## src/rtl/fir_par3_ser_out_if.sv

```systemverilog
// Stream interface for fir_par3_ser_out: a 3-lane parallel frame input side and
// a serial rounded/saturated sample output side, both valid/ready.
// Handshake rule for both sides: a beat transfers on a rising clk edge
// where valid && ready. The sender must hold its payload stable while
// valid is high and ready is low. ready never depends on valid.
interface fir_par3_ser_out_if #(
  parameter int IN_W  = 32,
  parameter int OUT_W = 16
);
  logic                    in_valid;
  logic                    in_ready;
  logic signed [IN_W-1:0]  y_in0;
  logic signed [IN_W-1:0]  y_in1;
  logic signed [IN_W-1:0]  y_in2;
  logic                    out_valid;
  logic                    out_ready;
  logic signed [OUT_W-1:0] out_data;
  logic [1:0]              out_lane;
  logic                    sat_flag;

  // Filter-core / bench side: produces frames, consumes samples
  modport master (
    output in_valid, y_in0, y_in1, y_in2, out_ready,
    input  in_ready, out_valid, out_data, out_lane, sat_flag
  );

  // Serializer side
  modport slave (
    input  in_valid, y_in0, y_in1, y_in2, out_ready,
    output in_ready, out_valid, out_data, out_lane, sat_flag
  );
endinterface

```

## src/rtl/fir_par3_ser_out.sv

```systemverilog
// fir_par3_ser_out: buffers 3-lane parallel FIR results in a frame FIFO and
// emits them as one serial stream (lane 0, 1, 2), each sample rounded
// (half up), arithmetically shifted by SHIFT and saturated to OUT_W bits.
// Optional feature macro: FIR_P3S_SATCNT_EN adds a saturating 16-bit count
// of clipped output transfers (sat_count) with a synchronous clear (sat_clr).
module fir_par3_ser_out #(
  parameter int IN_W  = 32,
  parameter int OUT_W = 16,
  parameter int SHIFT = 15,
  parameter int DEPTH = 4
) (
  input  logic                      clk,
  input  logic                      rst_n,
  input  logic                      flush,
`ifdef FIR_P3S_SATCNT_EN
  input  logic                      sat_clr,
  output logic [15:0]               sat_count,
`endif
  fir_par3_ser_out_if.slave         bus
);

  localparam int AW = $clog2(DEPTH);

  // Rounding constant 2^(SHIFT-1) at IN_W+1 bits so the add cannot overflow
  localparam logic signed [IN_W:0]  RND_C  = (IN_W+1)'(1) <<< (SHIFT-1);
  localparam logic signed [IN_W:0]  MAX_C  = (IN_W+1)'((2**(OUT_W-1)) - 1);
  localparam logic signed [IN_W:0]  MIN_C  = ~MAX_C;
  localparam logic [OUT_W-1:0]      OMAX_C = {1'b0, {(OUT_W-1){1'b1}}};
  localparam logic [OUT_W-1:0]      OMIN_C = {1'b1, {(OUT_W-1){1'b0}}};

  // Frame storage, lane 0 in the top slice
  logic [3*IN_W-1:0] mem_q [DEPTH];
  logic [AW-1:0]     wr_ptr_q, wr_ptr_d;
  logic [AW-1:0]     rd_ptr_q, rd_ptr_d;
  logic [AW:0]       count_q,  count_d;
  logic [1:0]        lane_q,   lane_d;

  logic              push;
  logic              pop;
  logic              xfer;
  logic              out_valid_w;

  logic [3*IN_W-1:0]     head;
  logic signed [IN_W-1:0] sel;
  logic signed [IN_W:0]   sum;
  logic signed [IN_W:0]   r;
  logic [OUT_W-1:0]       data_w;
  logic                   sat_w;

  // Handshake qualifiers; ready comes from the registered count only
  always_comb begin
    out_valid_w = (count_q != '0);
    push        = bus.in_valid && (count_q < (AW+1)'(DEPTH));
    xfer        = out_valid_w && bus.out_ready;
    pop         = xfer && (lane_q == 2'd2);
  end

  assign bus.in_ready  = (count_q < (AW+1)'(DEPTH));
  assign bus.out_valid = out_valid_w;

  // Next-state for pointers, occupancy and lane counter; flush has priority
  always_comb begin
    wr_ptr_d = wr_ptr_q;
    rd_ptr_d = rd_ptr_q;
    count_d  = count_q;
    lane_d   = lane_q;
    if (flush) begin
      wr_ptr_d = '0;
      rd_ptr_d = '0;
      count_d  = '0;
      lane_d   = 2'd0;
    end else begin
      if (push) wr_ptr_d = wr_ptr_q + AW'(1);
      if (pop)  rd_ptr_d = rd_ptr_q + AW'(1);
      if (push && !pop)      count_d = count_q + (AW+1)'(1);
      else if (pop && !push) count_d = count_q - (AW+1)'(1);
      if (xfer) lane_d = (lane_q == 2'd2) ? 2'd0 : lane_q + 2'd1;
    end
  end

  // Control state registers
  always_ff @(posedge clk or negedge rst_n) begin
    if (!rst_n) begin
      wr_ptr_q <= '0;
      rd_ptr_q <= '0;
      count_q  <= '0;
      lane_q   <= 2'd0;
    end else begin
      wr_ptr_q <= wr_ptr_d;
      rd_ptr_q <= rd_ptr_d;
      count_q  <= count_d;
      lane_q   <= lane_d;
    end
  end

  // Frame storage write; contents need no reset since out_valid gates them
  always_ff @(posedge clk) begin
    if (push && !flush) mem_q[wr_ptr_q] <= {bus.y_in0, bus.y_in1, bus.y_in2};
  end

  // Lane select, round, shift and saturate of the head sample
  always_comb begin
    head   = mem_q[rd_ptr_q];
    case (lane_q)
      2'd0:    sel = head[3*IN_W-1 -: IN_W];
      2'd1:    sel = head[2*IN_W-1 -: IN_W];
      default: sel = head[IN_W-1   -: IN_W];
    endcase
    sum    = $signed({sel[IN_W-1], sel}) + RND_C;
    r      = sum >>> SHIFT;
    data_w = '0;
    sat_w  = 1'b0;
    if (out_valid_w) begin
      if (r > MAX_C) begin
        data_w = OMAX_C;
        sat_w  = 1'b1;
      end else if (r < MIN_C) begin
        data_w = OMIN_C;
        sat_w  = 1'b1;
      end else begin
        data_w = r[OUT_W-1:0];
      end
    end
  end

  assign bus.out_data = data_w;
  assign bus.sat_flag = sat_w;
  assign bus.out_lane = out_valid_w ? lane_q : 2'd0;

`ifdef FIR_P3S_SATCNT_EN
  logic [15:0] sat_cnt_q, sat_cnt_d;

  // Clipped-transfer count: clears win, saturates at all-ones
  always_comb begin
    sat_cnt_d = sat_cnt_q;
    if (flush || sat_clr)
      sat_cnt_d = '0;
    else if (xfer && sat_w && (sat_cnt_q != 16'hFFFF))
      sat_cnt_d = sat_cnt_q + 16'd1;
  end

  // Clipped-transfer count register
  always_ff @(posedge clk or negedge rst_n) begin
    if (!rst_n) sat_cnt_q <= '0;
    else        sat_cnt_q <= sat_cnt_d;
  end

  assign sat_count = sat_cnt_q;
`endif

endmodule

```

## src/flat_wrapper.sv

```systemverilog
// flat-port wrapper written by rule: the top's interface ports become plain ports
module fir_par3_ser_out_flat 
#(
  parameter int IN_W  = 32,
  parameter int OUT_W = 16,
  parameter int SHIFT = 15,
  parameter int DEPTH = 4
)
  (clk, rst_n, flush, bus_in_valid, bus_y_in0, bus_y_in1, bus_y_in2, bus_out_ready, bus_in_ready, bus_out_valid, bus_out_data, bus_out_lane, bus_sat_flag);
  fir_par3_ser_out_if #(.IN_W(IN_W), .OUT_W(OUT_W)) bus_i ();
  input  logic clk;
  input  logic rst_n;
  input  logic flush;
  input wire logic [$bits(bus_i.in_valid)-1:0] bus_in_valid;
  input wire logic [$bits(bus_i.y_in0)-1:0] bus_y_in0;
  input wire logic [$bits(bus_i.y_in1)-1:0] bus_y_in1;
  input wire logic [$bits(bus_i.y_in2)-1:0] bus_y_in2;
  input wire logic [$bits(bus_i.out_ready)-1:0] bus_out_ready;
  output wire logic [$bits(bus_i.in_ready)-1:0] bus_in_ready;
  output wire logic [$bits(bus_i.out_valid)-1:0] bus_out_valid;
  output wire logic [$bits(bus_i.out_data)-1:0] bus_out_data;
  output wire logic [$bits(bus_i.out_lane)-1:0] bus_out_lane;
  output wire logic [$bits(bus_i.sat_flag)-1:0] bus_sat_flag;
  assign bus_i.in_valid = bus_in_valid;
  assign bus_i.y_in0 = bus_y_in0;
  assign bus_i.y_in1 = bus_y_in1;
  assign bus_i.y_in2 = bus_y_in2;
  assign bus_i.out_ready = bus_out_ready;
  assign bus_in_ready = bus_i.in_ready;
  assign bus_out_valid = bus_i.out_valid;
  assign bus_out_data = bus_i.out_data;
  assign bus_out_lane = bus_i.out_lane;
  assign bus_sat_flag = bus_i.sat_flag;
  fir_par3_ser_out #(.IN_W(IN_W), .OUT_W(OUT_W), .SHIFT(SHIFT), .DEPTH(DEPTH)) u_core (.clk(clk), .rst_n(rst_n), .flush(flush), .bus(bus_i));
endmodule
```

## config.mk

```make
export PLATFORM = sky130hd
export DESIGN_NAME = fir_par3_ser_out_flat
export DESIGN_NICKNAME = d
export VERILOG_FILES = /design/src/rtl/fir_par3_ser_out_if.sv /design/src/rtl/fir_par3_ser_out.sv /design/src/flat_wrapper.sv
export SDC_FILE = /design/constraint.sdc
export NUM_CORES = 1
export LEC_CHECK = 0
export ABC_AREA = 1
export CAP_MARGIN = 20
export CORE_MARGIN = 5
export CORE_UTILIZATION = 56
export DETAILED_ROUTE_END_ITERATION = 8
export HOLD_SLACK_MARGIN = 0.02
export PLACE_DENSITY_LB_ADDON = 0.05
export SYNTH_ARGS = -nofsm -noshare
export SYNTH_HDL_FRONTEND = slang
export SYNTH_SLANG_ARGS = --single-unit
export TNS_END_PERCENT = 50
```

## constraint.sdc

```tcl
create_clock -name clk -period 4.85 [get_ports clk]
set_input_delay 0.97 -clock clk [delete_from_list [all_inputs] [get_ports clk]]
set_output_delay 0.97 -clock clk [all_outputs]
set_load 0.02 [all_outputs]
```

Word-level counts from Yosys, hierarchy flattened. Memory sizes are Yosys's and may differ from the RTL's. Cells that the tools add are included.

Register bits: 9. Word-level logic and storage cells: 51. Memories: 1. Output and inout port bits: 21. Bits in writable memories: 384. Bits of input ports: 101.

Reduce and logical (&&, ||, !) cells: 15. Equality and inequality tests: 2. Add/subtract/negate cells: 6. Magnitude comparators: 3. Muxes and demuxes: 20.

Memory list: u_core.mem_q (words 4, width 96, read ports 1, clocked after Yosys merged registers in 0, wr ports 1, RTL line fir_par3_ser_out.sv:32) `logic [3*IN_W-1:0] mem_q [DEPTH];`.

Operators by type and width (count): one-hot mux 32 bit (2 select lines) (1); 2-to-1 mux 16 bit (3); adder 32 x 16 -> 33 bit (second input constant) (1); greater-than comparator 18 x 16 -> 1 bit (second input constant) (1); < comparator 18 x 16 -> 1 bit (second input constant) (1); 2-to-1 mux 2 bit (8); 2-to-1 mux 3 bit (3); adder 2 x 1 -> 2 bit (second input constant) (3); logical AND 1 bit (6); nonzero test 2 bit (3); nonzero test 3 bit (2); 2-to-1 mux 1 bit (5); adder 3 x 1 -> 3 bit (second input constant) (1); logical NOT 1 bit (3); < comparator 3 bit (second input constant) (1); subtractor 3 x 1 -> 3 bit (second input constant) (1); equality test 2 x 1 -> 1 bit (second input constant) (1); equality test 2 bit (second input constant) (1); logical NOT 2 bit (1).

Longest topological paths before layout. Gate-level depths: netlist of run 1.

Depth after elaboration: 7. Gate-level depth with buffers: 23. Mapped depth without buffers: 19.

Worst setup path after synthesis of run 1. No wires, ideal clock.

Kind: input port to flip-flop. From: in bus_in_valid. To: mem u_core.mem_q[0][14] in the netlist's numbering, enable pin. Stages on the path: 4. Setup slack: 0.869 ns. Arrival: 3.515 ns. Setup time: 0.466 ns. Data required time: 4.384 ns. Buffers on the path: 0. Cell sequence: nand2_1 nor2_1 inv_1 nor2_1.

Cells in the longest elaborated chain, start to end: 4.

RTL lines: start, declared (RTL line flat_wrapper.sv:14) `input wire logic [$bits(bus_i.in_valid)-1:0] bus_in_valid;`; logical AND 1 bit (RTL line fir_par3_ser_out.sv:53) `push = bus.in_valid && (count_q < (AW+1)'(DEPTH));`; logical AND 1 bit (RTL line fir_par3_ser_out.sv:98) `if (push && !flush) mem_q[wr_ptr_q] <= {bus.y_in0, bus.y_in1, bus.y_in2};`; 2-to-1 mux 1 bit (RTL line fir_par3_ser_out.sv:98); 2-to-1 mux 1 bit (not written as such) (RTL line fir_par3_ser_out.sv:98); end, declared (RTL line fir_par3_ser_out.sv:32).

Every way passes these cells.

Worst setup path after layout of run 1.
From: reg u_core.rd_ptr_q[0]. To: out bus_out_data[0].

Cells in the longest elaborated chain, start to end: 7. Elaborated cells between the ends (all ways): 8. Classes of those cells: 1 x add/sub; 2 x order compare; 4 x mux; 1 x memory.

RTL lines: start, declared (RTL line fir_par3_ser_out.sv:34) `logic [AW-1:0] rd_ptr_q, rd_ptr_d;`; start signal, assigned (RTL line fir_par3_ser_out.sv:90) `rd_ptr_q <= rd_ptr_d;`; memory (4 x 96 bit) *; one-hot mux 32 bit (2 select lines) * (RTL line fir_par3_ser_out.sv:104) `case (lane_q)`; adder 32 x 16 -> 33 bit * (RTL line fir_par3_ser_out.sv:109) `sum = $signed({sel[IN_W-1], sel}) + RND_C;`; < comparator 18 x 16 -> 1 bit (RTL line fir_par3_ser_out.sv:117) `end else if (r < MIN_C) begin`; 2-to-1 mux 16 bit (RTL line fir_par3_ser_out.sv:117); 2-to-1 mux 16 bit * (RTL line fir_par3_ser_out.sv:114) `if (r > MAX_C) begin`; 2-to-1 mux 16 bit * (RTL line fir_par3_ser_out.sv:113) `if (out_valid_w) begin`; end, declared (RTL line flat_wrapper.sv:21) `output wire logic [$bits(bus_i.out_data)-1:0] bus_out_data;`.

Mark *: on every way between the ends. The rest lies on a longest branch, timed or not.

==> impl_metrics.csv, run 1 <==
group,metric,value,unit
run_status,run_status,"complete, no violations",
timing,rsz0062_at_grt,"false",
clock_tree,clockBufferDepth,3,
critical_path,cp_max_fo,27,
placement,postPlaceCellArea,0.0108,mm2
global_route,antenna_found_initial,0,
die,core_area,0.0172,mm2
yosys,synth.distinct_cells,31,
clock_tree,cts.sinks,225,
placement,gp_congestion,0.858,
clock_tree,cts.hold.buffers_added,0,
flow_run,maxCapViolations,0,
critical_path,path_common_cell,"nand2_1",
placement,post-place-ws,0.428,ns
worst_hold_path,hold_class,"flip-flop to flip-flop",
power_and_ir_drop,p_sw,1.82,mW
die,die_h,142,um
die,die-area,0.0203,mm2
global_route,gr-usage-all-layers,21.7,%
global_route,gr-total-overflow,0,
final_layout,finalInstanceArea,0.0116,mm2
route,drc,0,
critical_path,critPathMaxStageDelay,0.52,ns
route,ant_nets,0,
timing,tightest_slew,0.882,ns
placement,dp_hpwl,12400,um
critical_path,crit_type,"flip-flop to output port",
power_and_ir_drop,seq_power_share,40.4,%
critical_path,critPathRequiredTime,3.88,ns
timing,min_period,4.42,ns
timing,slew_headroom,41.2,%
route,wl_per_cell,18.3,um
critical_path,cp_cell_sequence,"buf_16 > nand2_1 > nand3_1 > nand2_1 > nand2_1 > nand2_1 > nor2_2 > ha_1 > inv_1 > nor2_1 > nand2_1 > nor2_4 > nand4_1 > nand2_2 > inv_2 > nand2_4 > nand2_1 > a21oi_1 > dlymetal6s2s_1",
route,first_iter_violations,515,
clock_tree,cts_made_buffers,23,
power_and_ir_drop,ir_drop,500,uV
global_route,grt_pass1_wl,34100,um
critical_path,critPathTopFamily,"simple AND/OR/NAND/NOR gates",
die,ioPinCount,122,
critical_path,slowest_stage,"dfrtp_2",
yosys,synth_nets,1003,
die,die_w,142,um
yosys,yosysWarnings,0,
final_layout,layout-drive-gt1-share,7.75,%
timing,finalWorstSetupSlack,0.426,ns
route,avgViaCountPerCell,5.48,
final_layout,num_antenna_cells,0,
clock_tree,cts_tree,"built",
die,start_util,56.9,%
yosys,synthCells,896,
yosys,synth-seq-cells,225,
critical_path,cp.arrival,3.45,ns
clock_tree,clkTransAtPathRegs,0.06,ns
yosys,syn_area,0.00980,mm2
timing,skew,0.00941,ns
timing,hold_viol,0,
global_route,grt_max_degree,55,
timing,drv_slew,0,
power_and_ir_drop,combPwrFrac,30.7,%
yosys,postSynthAreaPerCell,10.9,um2
die,std_cell_rows,48,
yosys,synthFlopType,"edfxtp_1",
route,firstDrtPassIters,5,
route,routed_wl,22300,um
global_route,grt_pass1_vias,6508,
yosys,ys_seq_area_share,68.5,%
critical_path,endpoint_kind,"output port",
clock_tree,htreeDepth,1,
critical_path,crit_buf_inv,4,
route,vias,6678,
placement,port_buffers,79,
yosys,synth-edff-count,216,
timing,fin_crit_sh,91.2,%
clock_tree,clk_latency,0.50,ns
clock_tree,cts_root_buf,"clkbuf_16",
power_and_ir_drop,p_clk_share,28.9,%
timing,max_freq,226,MHz
timing,setup-violations-final,0,
timing,fin_tns_setup,0,ns
power_and_ir_drop,power_leakage,4.56,nW
power_and_ir_drop,p_sw_share,32.0,%
power_and_ir_drop,power_density,490,mW/mm2
yosys,async_reset_ff_share,4.00,%
power_and_ir_drop,internal-power,3.87,mW
final_layout,nets,1086,
critical_path,crit_path_start_kind,"flip-flop",
final_layout,synthToLayoutAreaGrowth,18.5,%
[timing repair]
| item | in CTS | in global routing |
|---|---|---|
| buffers inserted | 0 | 1 |
| gates resized for setup | 2 | 23 |
| setup endpoints to repair | 15 | 16 |
| cloned | 1 | 1 |
[sequential cells by signal (all words and copies together) (netlist names)]
name             flops
u_core.mem_q       216
u_core.count_q       3
u_core.lane_q        2
u_core.rd_ptr_q      2
u_core.wr_ptr_q      2
[cell usage after synthesis, types with 3 or more instances]
master	instances	area, um2
nand2_1	362	1360
edfxtp_1	216	6490
buf_4	4	30.0
nand3_1	123	616
buf_2	11	55.1
dfrtp_1	9	225
xnor2_1	7	61.3
inv_1	30	113
nand2_2	3	18.8
buf_1	6	22.5
nand3b_1	8	60.1
o22ai_1	5	31.3
clkbuf_1	8	30.0
nor2_2	4	25.0
o21ai_0	11	55.1
nand3_2	7	70.1
buf_6	12	135
xor2_1	6	52.6
ha_1	5	62.6
a21oi_1	7	35.0
nor3_1	4	20.0
nor2_1	36	135
[kinds of logic after synthesis]
family,synth area share (%)
AOI/OAI and AO/OA,1.33
adders and majority gates,0.842
DFF,68.5
and+or+nand+nor,24.0
buffers and inverters,4.25
xor gates and xnor gates,1.16
[metrics by stage]
stage	cells	power [mW]	util [%]	hold WS [ns]
detailed placement	1176	4.07	62.6	0.571
global route	1219	5.98	67.4	0.622
global placement	1176	4.04	62.6	0.545
floorplan	896	3.41	-	0.514
CTS	1217	5.73	66.8	0.590
finish	1219	5.69	67.4	0.591
[per-layer routing]
| metal | part of all wire [%] | track usage, % | vias to the layer above |
|---|---|---|---|
| met5 | 0 | 0 | - |
| met4 | 1.5 | 5.75 | 0 |
| met1 | 44 | 30.5 | 3223 |
| li1 | - | - | 3206 |
| met2 | 48 | 35.8 | 218 |
| met3 | 6.5 | 3.39 | 31 |
[placed cells by master (no fill, tap or decap), types with 7 or more instances in the layout]
cell type        count
o21ai_0             11
a21oi_1              7
dlymetal6s2s_1      16
clkbuf_1             7
edfxtp_1           216
xnor2_1              7
clkbuf_16           24
nand3_1            123
nand2_1            362
buf_4               16
clkdlybuf4s50_1     63
nand3b_1             8
inv_1               30
nor2_1              32
[worst paths after layout]
check	start	end	slack (ns)	depth (start not counted)
worst max-delay path	u_core.rd_ptr_q[0]	bus_out_data[0]	0.43	19
worst min register to register	u_core.count_q[1]	u_core.count_q[1]	0.59	2
min in group asynchronous	rst_n	u_core.count_q[0]	0.79	1
max in group asynchronous	rst_n	u_core.rd_ptr_q[1]	3.73	1
worst max register to register	u_core.count_q[1]	u_core.count_q[1]	2.11	9
worst min-delay path	u_core.count_q[1]	u_core.count_q[1]	0.59	2
[tightest hold or removal path, stage by stage, from the launching register on]
cell and delay [ns]:
dfrtp_1 0.37, inv_1 0.09, o22ai_1 0.09
[area by class of cell]
type	instances	area (um2)
clock buffer	30	602
clock inverter	10	95.1
fill	1255	5620
inverter	34	143
multi-input combinational	595	2710
sequential	225	6720
tap	225	282
timing repair buffer	100	1070
[power by group through the flow]
stage                     logic (mW)  registers, mW  clock network [mW]
after floorplan                 1.08           2.32                   0
after global placement          1.71           2.33                   0
after global routing            1.91           2.30                1.77
after detailed placement        1.74           2.33                   0
final                           1.75           2.30                1.65
after CTS                       1.76           2.29                1.68
(Power assumes the default switching activity.)
==> run 2, diff against run 1 <==
- CORE_ASPECT_RATIO: default -> 1.5
==> run 2 against run 1 <==
Compared with the run above: final cell count decreased by 1.1%; via count increased by 1.3%; maximum frequency decreased by 3.1%; flip-flop and latch count unchanged; clock power decreased by 12%; sequential share of layout area increased by 0.49 points; utilization decreased by 0.72 points; sequential power about the same; combinational power about the same; setup slack got worse by 0.14 ns; critical endpoint unchanged; largest power group unchanged; highest routed layer unchanged.
==> impl_metrics.csv, run 2 (synthesis results as in run 1) <==
group,metric,value,unit
route,vias,6765,
global_route,antenna_found_initial,0,
clock_tree,cts_root_buf,"clkbuf_16",
critical_path,r2r_slack,1.86,ns
route,ant_nets,0,
placement,port_buffers,79,
critical_path,timing.rr.end,"u_core.count_q[1]",
worst_hold_path,hold_class,"flip-flop to flip-flop",
critical_path,critPathMaxStageDelay,0.49,ns
die,die_w,118,um
critical_path,slowest_stage,"dfrtp_2",
final_layout,top_register,"u_core.mem_q",
worst_hold_path,holdCritStartpoint,"u_core.wr_ptr_q[1]",
timing,hold_viol,0,
critical_path,crit_path_start_kind,"flip-flop",
placement,place_inst,1164,
flow_run,maxCapViolations,0,
die,die_h,172,um
global_route,grt_max_degree,55,
placement,post-place-ws,0.284,ns
clock_tree,cts_tree,"built",
worst_hold_path,hold_end,"u_core.wr_ptr_q[1]",
power_and_ir_drop,power_leakage,4.52,nW
route,wl_per_cell,18.8,um
final_layout,nets,1086,
final_layout,nFillCells,1322,
global_route,grt_pass1_wl,35900,um
placement,postPlaceCellArea,0.0108,mm2
power_and_ir_drop,internal-power,3.69,mW
timing,finalWorstSetupSlack,0.285,ns
die,core_area,0.0173,mm2
die,std_cell_rows,59,
final_layout,seq_area,0.00671,mm2
die,ioPinCount,122,
final_layout,final_cell_mix,"nand2_1 (361), edfxtp_1 (216), nand3_1 (123)",
route,drc,0,
timing,setup-violations-final,0,
route,first_iter_violations,538,
critical_path,endpoint_kind,"output port",
timing,tightest_slew,0.884,ns
power_and_ir_drop,p_clk_share,26.4,%
critical_path,rr_startpoint,"u_core.count_q[1]",
die,die-area,0.0203,mm2
clock_tree,cts_made_buffers,21,
final_layout,num_antenna_cells,0,
power_and_ir_drop,ir_drop,429,uV
timing,rsz0062_at_grt,"false",
worst_hold_path,hold_depth,1,
critical_path,cp_max_fo,27,
final_layout,final_common_cell,"nand2_1",
critical_path,critPathTopFamily,"simple AND/OR/NAND/NOR gates",
critical_path,crit_type,"flip-flop to output port",
power_and_ir_drop,power_density,480,mW/mm2
critical_path,cp.arrival,3.59,ns
global_route,gr-usage-all-layers,22.3,%
final_layout,multiInputGateArea,0.00272,mm2
placement,gp_congestion,0.811,
critical_path,path_common_cell,"nand2_1",
timing,slew_headroom,41.0,%
final_layout,final_cells,1205,
power_and_ir_drop,seq_power_share,41.3,%
clock_tree,clockBufferDepth,3,
critical_path,cp_cell_sequence,"buf_16 > nand2_1 > nand3_1 > nand2_1 > nand2_1 > nand2_1 > nor2_2 > ha_1 > inv_1 > nor2_1 > nand2_1 > nor2_4 > nand4_1 > nand2_2 > inv_2 > nand2_4 > nand2_1 > a21oi_1 > dlygate4sd2_1",
final_layout,finalInstanceArea,0.0115,mm2
timing,fin_crit_sh,94.1,%
timing,drv_slew,0,
critical_path,critPathRequiredTime,3.88,ns
clock_tree,clk_latency,0.49,ns
run_status,run_status,"complete, no violations",
clock_tree,cts.hold.buffers_added,0,
final_layout,synthToLayoutAreaGrowth,17.5,%
route,routed_wl,22700,um
die,start_util,56.8,%
critical_path,worst_r2r_path_depth,9,
placement,dp_hpwl,13300,um
final_layout,largestRegisters,"u_core.mem_q: 216 flops, u_core.count_q: 3 flops",
global_route,grt_pass1_vias,7102,
final_layout,layout-drive-gt1-share,7.96,%
global_route,gr-total-overflow,0,
power_and_ir_drop,combPwrFrac,32.2,%
timing,fin_tns_setup,0,ns
clock_tree,htreeDepth,1,
clock_tree,cts.sinks,225,
clock_tree,clkTransAtPathRegs,0.06,ns
critical_path,crit_buf_inv,4,
power_and_ir_drop,p_sw_share,33.3,%
route,avgViaCountPerCell,5.61,
final_layout,largest_register_ffs,216,
power_and_ir_drop,p_sw,1.84,mW
timing,min_period,4.56,ns
timing,max_freq,219,MHz
timing,skew,0.00813,ns
route,firstDrtPassIters,5,
critical_path,cp.depth,19,
run 2: worst reg2reg max path, stage by stage (launching register included):
cell      delay, ns
dfrtp_1        0.38
nor3_1         0.55
clkinv_1       0.71
nand2_1        0.26
nor3_1         0.08
inv_1          0.12
nand2_1        0.08
inv_1          0.09
fa_1           0.43
o22ai_1        0.19
run 2: stage by stage:
stage	hold WS [ns]	power [mW]	utilization [%]
after floorplan	0.514	3.41	-
after global placement	0.541	4.07	62.3
after detailed placement	0.545	4.10	62.3
after CTS	0.564	5.60	66.5
after global routing	0.574	5.82	66.7
final	0.563	5.53	66.7
run 2: repair_timing:
action	in CTS	in global routing
setup buffers	3	0
resized for setup	7	16
setup endpoints to repair	16	15
gates cloned	2	0
pin swaps	0	1
run 2: worst max-delay path by stage:
stage / start / end
3_3_place_gp: u_core.rd_ptr_q[1] / bus_out_data[6]
3_5_place_dp: u_core.rd_ptr_q[0] / bus_out_data[6]
5_1_grt: u_core.rd_ptr_q[0] / bus_out_data[0]
4_1_cts: u_core.rd_ptr_q[0] / bus_sat_flag
2_1_floorplan: bus_in_valid / u_core.mem_q[0][14]
6_report: u_core.rd_ptr_q[0] / bus_out_data[0]
run 2: cell type report:
class / count / area share, %
Multi-Input combinational cell: 595 / 23.6
Sequential cell: 225 / 58.3
Clock inverter: 12 / 0.565
Timing Repair Buffer: 102 / 9.35
Clock buffer: 24 / 4.66
Tap cell: 213 / 2.31
Inverter: 34 / 1.24
run 2: power by group through the flow:
stage | combinational (mW) | sequential, mW | clock (mW)
after floorplan | 1.08 | 2.32 | 0
final | 1.78 | 2.29 | 1.46
after CTS | 1.81 | 2.29 | 1.50
after global routing | 1.94 | 2.29 | 1.59
after global placement | 1.75 | 2.32 | 0
after detailed placement | 1.78 | 2.33 | 0
run 2: layer usage:
layer | GRT usage (%) | share of wire, %
met1 | 25.5 | 38
met5 | 0 | 0
met4 | 9.13 | 3.4
met2 | 41.8 | 53
met3 | 3.27 | 5.7
